<file path="config.mk">
export PLATFORM = sky130hd
export DESIGN_NAME = vga_timing_gen
export DESIGN_NICKNAME = d
export VERILOG_FILES = /design/src/rtl/vga_timing_gen.sv
export SDC_FILE = /design/constraint.sdc
export NUM_CORES = 1
export LEC_CHECK = 0
export CORE_MARGIN = 3
export CORE_UTILIZATION = 40
export DETAILED_ROUTE_END_ITERATION = 10
export GPL_TIMING_DRIVEN = 0
export PLACE_DENSITY = 0.75
export SLEW_MARGIN = 25
export SYNTH_ARGS = -nofsm -noshare
export SYNTH_HDL_FRONTEND = slang
export SYNTH_SLANG_ARGS = --single-unit
</file>
<file path="constraint.sdc">
create_clock -name clk -period 2.8 [get_ports clk]
set_clock_uncertainty 0.2 [all_clocks]
set_input_delay 0.7 -clock clk [delete_from_list [all_inputs] [get_ports clk]]
set_output_delay 0.7 -clock clk [all_outputs]
set_load 0.02 [all_outputs]
</file>
<file path="src/rtl/vga_timing_gen.sv">
// VGA raster timing generator: pixel-enable divider, H/V counters, sync/blank decode
// and a pixel-tick delay line that lines sync/blank up with a downstream pixel pipeline.
module vga_timing_gen #(
  parameter int CLK_DIV  = 4,
  parameter int H_ACTIVE = 640,
  parameter int H_FP     = 16,
  parameter int H_SYNC   = 96,
  parameter int H_BP     = 48,
  parameter int V_ACTIVE = 480,
  parameter int V_FP     = 10,
  parameter int V_SYNC   = 2,
  parameter int V_BP     = 33,
  parameter bit HS_POL   = 1'b0,
  parameter bit VS_POL   = 1'b0,
  parameter int PIPE_DLY = 0,
  localparam int H_TOTAL = H_ACTIVE + H_FP + H_SYNC + H_BP,
  localparam int V_TOTAL = V_ACTIVE + V_FP + V_SYNC + V_BP,
  localparam int HW      = $clog2(H_TOTAL),
  localparam int VW      = $clog2(V_TOTAL)
) (
  input  logic          clk,
  input  logic          reset,
  input  logic          enable,
  output logic          pix_tick,
  output logic [HW-1:0] pixel_x,
  output logic [VW-1:0] pixel_y,
  output logic          video_on,
  output logic          h_sync,
  output logic          v_sync,
  output logic          line_start,
  output logic          frame_start
);

  localparam int DW = (CLK_DIV > 1) ? $clog2(CLK_DIV) : 1;
  localparam logic [DW-1:0] DIV_LAST = DW'(CLK_DIV - 1);
  localparam logic [HW-1:0] X_LAST   = HW'(H_TOTAL - 1);
  localparam logic [VW-1:0] Y_LAST   = VW'(V_TOTAL - 1);
  localparam int HS_START = H_ACTIVE + H_FP;
  localparam int HS_END   = HS_START + H_SYNC;
  localparam int VS_START = V_ACTIVE + V_FP;
  localparam int VS_END   = VS_START + V_SYNC;

  logic [DW-1:0] r_divCnt;
  logic          r_pixTick;
  logic [HW-1:0] r_x;
  logic [VW-1:0] r_y;
  logic          r_lineStart;
  logic          r_frameStart;
  logic [2:0]    r_pipe [0:PIPE_DLY];

  logic          w_xWrap;
  logic          w_yWrap;
  logic [HW-1:0] w_nextX;
  logic [VW-1:0] w_nextY;
  logic          w_vis;
  logic          w_hs;
  logic          w_vs;

  // Divider: the tick is registered, so it lands one clk after the last count.
  always_ff @(posedge clk or posedge reset) begin
    if (reset) begin
      r_divCnt  <= '0;
      r_pixTick <= 1'b0;
    end else if (enable) begin
      r_pixTick <= (r_divCnt == DIV_LAST);
      r_divCnt  <= (r_divCnt == DIV_LAST) ? '0 : r_divCnt + 1'b1;
    end else begin
      r_pixTick <= 1'b0;
    end
  end

  assign w_xWrap = (r_x == X_LAST);
  assign w_yWrap = (r_y == Y_LAST);
  assign w_nextX = w_xWrap ? '0 : r_x + 1'b1;
  assign w_nextY = w_xWrap ? (w_yWrap ? '0 : r_y + 1'b1) : r_y;

  always_ff @(posedge clk or posedge reset) begin
    if (reset) begin
      r_x          <= '0;
      r_y          <= '0;
      r_lineStart  <= 1'b0;
      r_frameStart <= 1'b0;
    end else begin
      r_lineStart  <= r_pixTick && w_xWrap;
      r_frameStart <= r_pixTick && w_xWrap && w_yWrap;
      if (r_pixTick) begin
        r_x <= w_nextX;
        r_y <= w_nextY;
      end
    end
  end

  // Decode the coming counter values so stage 0 lines up with the counters.
  assign w_vis = (32'(w_nextX) < H_ACTIVE) && (32'(w_nextY) < V_ACTIVE);
  assign w_hs  = (32'(w_nextX) >= HS_START) && (32'(w_nextX) < HS_END);
  assign w_vs  = (32'(w_nextY) >= VS_START) && (32'(w_nextY) < VS_END);

  // Stages hold active-high {vis,hs,vs}; polarity is only applied at the outputs.
  always_ff @(posedge clk or posedge reset) begin
    if (reset) begin
      for (int i = 0; i <= PIPE_DLY; i++) r_pipe[i] <= 3'b000;
    end else if (r_pixTick) begin
      r_pipe[0] <= {w_vis, w_hs, w_vs};
      for (int i = 1; i <= PIPE_DLY; i++) r_pipe[i] <= r_pipe[i-1];
    end
  end

  assign pix_tick    = r_pixTick;
  assign pixel_x     = r_x;
  assign pixel_y     = r_y;
  assign line_start  = r_lineStart;
  assign frame_start = r_frameStart;
  assign video_on    = r_pipe[PIPE_DLY][2];
  assign h_sync      = r_pipe[PIPE_DLY][1] ? HS_POL : ~HS_POL;
  assign v_sync      = r_pipe[PIPE_DLY][0] ? VS_POL : ~VS_POL;

endmodule

</file>
==> results.cfg <==
[setup_path]
path_max_fanout = 8
worstSetupPathType = reg2reg
arrival_ns = 2.50
endpoint_kind = register
crit_start = pixel_y[1]$_DFFE_PP0P_
critPathRequiredTime_ns = 2.79
crit_path_start_kind = register
r2r-start = pixel_y[1]$_DFFE_PP0P_

[clock_tree]
htree_levels = 1
cts.sinks = 28
cts_max_path_buffers = 2
cts_hold_buffers = 0
clock_latency_ns = 0.27
clk_pin_slew_ns = 0.10
clockRootBuffer = clkbuf_8
cts_buffers = 3
cts_tree = built
postCtsResizedCells = 0
post_cts_buffers = 0

[grt]
overflow = 0
grt_usage_pct = 15.3
grt_first_pass_wirelength_um = 6450
grt_pass1_vias = 1409
grt_max_degree = 29
grt_antenna_before_repair = 0

[die]
start_util_pct = 42.5
die_h_um = 71.9
die_w_um = 71.9
core_area_sq_mm = 0.00409
die_area_sq_mm = 0.00516
num_rows = 23
ioPinCount = 29

[synth]
ys_warn_count = 0
synth_edf_count = 0
yosys.cell_types.count = 47
ys_seq_area_share_pct = 40.4
ys.flop_type = dfrtp_1
synth_seq_cells = 28
avgSynthCellArea_sq_um = 9.18
syn_inst = 189
synth.net_count = 196
yosys-top-cells-area = dfrtp_1 (40%), o21ai_0 (3.7%), nand2_1 (3.7%)
async_flop_share_pct = 100
netlist_area_sq_mm = 0.00174
netlist.area_leader.share_pct = 40.4
yosysTopAreaCell = dfrtp_1

[timing]
period_needed_ns = 2.51
rsz0062_at_grt = false
setup_viol = 0
fin_setup_tns_ns = 0
post-route-period-util_pct = 89.7
maxSlewHeadroom_pct = 51.8
hold_viol_final = 0
drv_slew = 0
max_slew.worst_pin.slew_ns = 0.717
fmax_mhz = 398

[final_layout]
drive_above_1_share_pct = 13.6
n_fill_cell = 386
layout_common_cells = dfrtp_1 (28), clkdlybuf4s50_1 (28), nand2_1 (17), nor2_1 (16), o21ai_0 (13)
instances_no_fill = 271
n_antenna_cell = 0
final_nets = 229
area_growth_pct = 22.9

[route]
via_per_inst = 5.46
drt_first_iter_violations = 103
firstDrtPassIters = 4
wirelength_um = 3710
num_vias = 1479
detail-route-antenna-nets = 0
drc_errors = 0
wl_per_cell_um = 13.7

[pwr]
power-per-cell-area_mw_per_mm2 = 594
max-vdd-ir-drop_mv = 0.318
p_leak_nw = 0.857

[hold_path]
hold_start = r_pipe[1]$_DFFE_PP0P_
hold_class = reg2reg

[status]
outcome = completed

[place]
gp_congestion = 0.901
io_buffers = 28
dp_hpwl_um = 2760
dp_cells = 267

[flow_run]
cap_viol_max_count = 0
## logic make-up (layout without fill, tap and decap cells)
kind of cell | count (synthesis) | in the layout | synth area share (%)
XOR/XNOR | 8 | 8 | 4.04
adder cells (fa/ha/maj) | 4 | 4 | 2.88
multiplexers | 4 | 4 | 2.60
flip-flops | 28 | 28 | 40.4
AO/OA/AOI/OAI | 46 | 46 | 19.5
buffers and inverters | 20 | 52 | 4.90
AND/OR/NAND/NOR | 79 | 79 | 25.7
## critical path: stages, from the launching register on
cell and delay [ns]:
dfrtp_1 0.49, inv_1 0.13, ha_1 0.16, nand4_1 0.14
nor4_2 0.64, o41a_1 0.29, o221ai_2 0.11, o32ai_2 0.25
## layout make-up
type / count / area, sq um / area share [%]
Clock buffer: 4 / 55.1 / 2.58
Inverter: 10 / 37.5 / 1.76
Buffer: 10 / 47.5 / 2.23
Multi-Input combinational cell: 141 / 950 / 44.5
Timing Repair Buffer: 28 / 280 / 13.1
Tap cell: 50 / 62.6 / 2.93
Sequential cell: 28 / 701 / 32.8
## synth_stat cells (2+ instances only)
cell type / instances
a31oi_1: 2
nand4_1: 5
clkbuf_1: 2
a21boi_0: 2
dfrtp_1: 28
nor4_1: 6
o32ai_2: 2
nor2_1: 16
o31ai_1: 2
o21ai_0: 13
xor2_1: 2
ha_1: 4
o41ai_1: 2
nor3_1: 3
nand3_1: 10
and2_1: 2
nand2_1: 17
inv_1: 10
or4_4: 2
a21oi_1: 10
mux2_2: 4
nand4b_1: 2
o21a_1: 2
and3_1: 5
buf_2: 7
xnor2_1: 6
nand2b_1: 3
## path summary, 6_finish.rpt
kind	cells past startpoint	slack (ns)	to
max in group asynchronous	2	1.42	r_pipe[0]$_DFFE_PP0P_
setup / recovery	7	0.29	r_pipe[0]$_DFFE_PP0P_
hold / removal	2	0.30	r_pipe[1]$_DFFE_PP0P_
hold reg to reg	2	0.30	r_pipe[1]$_DFFE_PP0P_
min in group asynchronous	2	0.60	pixel_x[1]$_DFFE_PP0P_
setup reg to reg	7	0.29	r_pipe[0]$_DFFE_PP0P_
## registers in the layout, summed over array words and instances, names as in the netlist
register	cells
pixel_x	10
r_pipe	3
pix_tick	1
frame_start	1
pixel_y	10
r_divCnt	2
line_start	1
## report_power, final
group | switching [mW] | internal (mW)
sequential | 0.0903 | 0.475
clock | 0.125 | 0.126
combinational | 0.235 | 0.216
## metal layers
metal	up-vias	part of all wire [%]	GRT usage (%)
met3	4	3.7	2.52
met1	688	49	22.7
met4	0	1.3	4.18
met5	-	0	0
met2	30	46	23.2
li1	757	-	-
## stage by stage
| stage | area (sq um) | worst slack (ns) | utilization (%) | power, mW | hold slack [ns] |
|---|---|---|---|---|---|
| final | 2130 | 0.288 | 52.2 | 1.27 | 0.295 |
| after global routing | 2130 | 0.112 | 52.2 | 1.36 | 0.335 |
| after CTS | 2130 | 0.335 | 52.2 | 1.28 | 0.301 |
| after detailed placement | 2080 | 0.343 | 50.9 | 1.03 | 0.274 |
| after global placement | 2080 | 0.310 | 50.9 | 1.02 | 0.279 |
| after floorplan | 1740 | 0.477 | - | 0.850 | 0.250 |
Note: power is estimated with default switching activity, not from simulation.
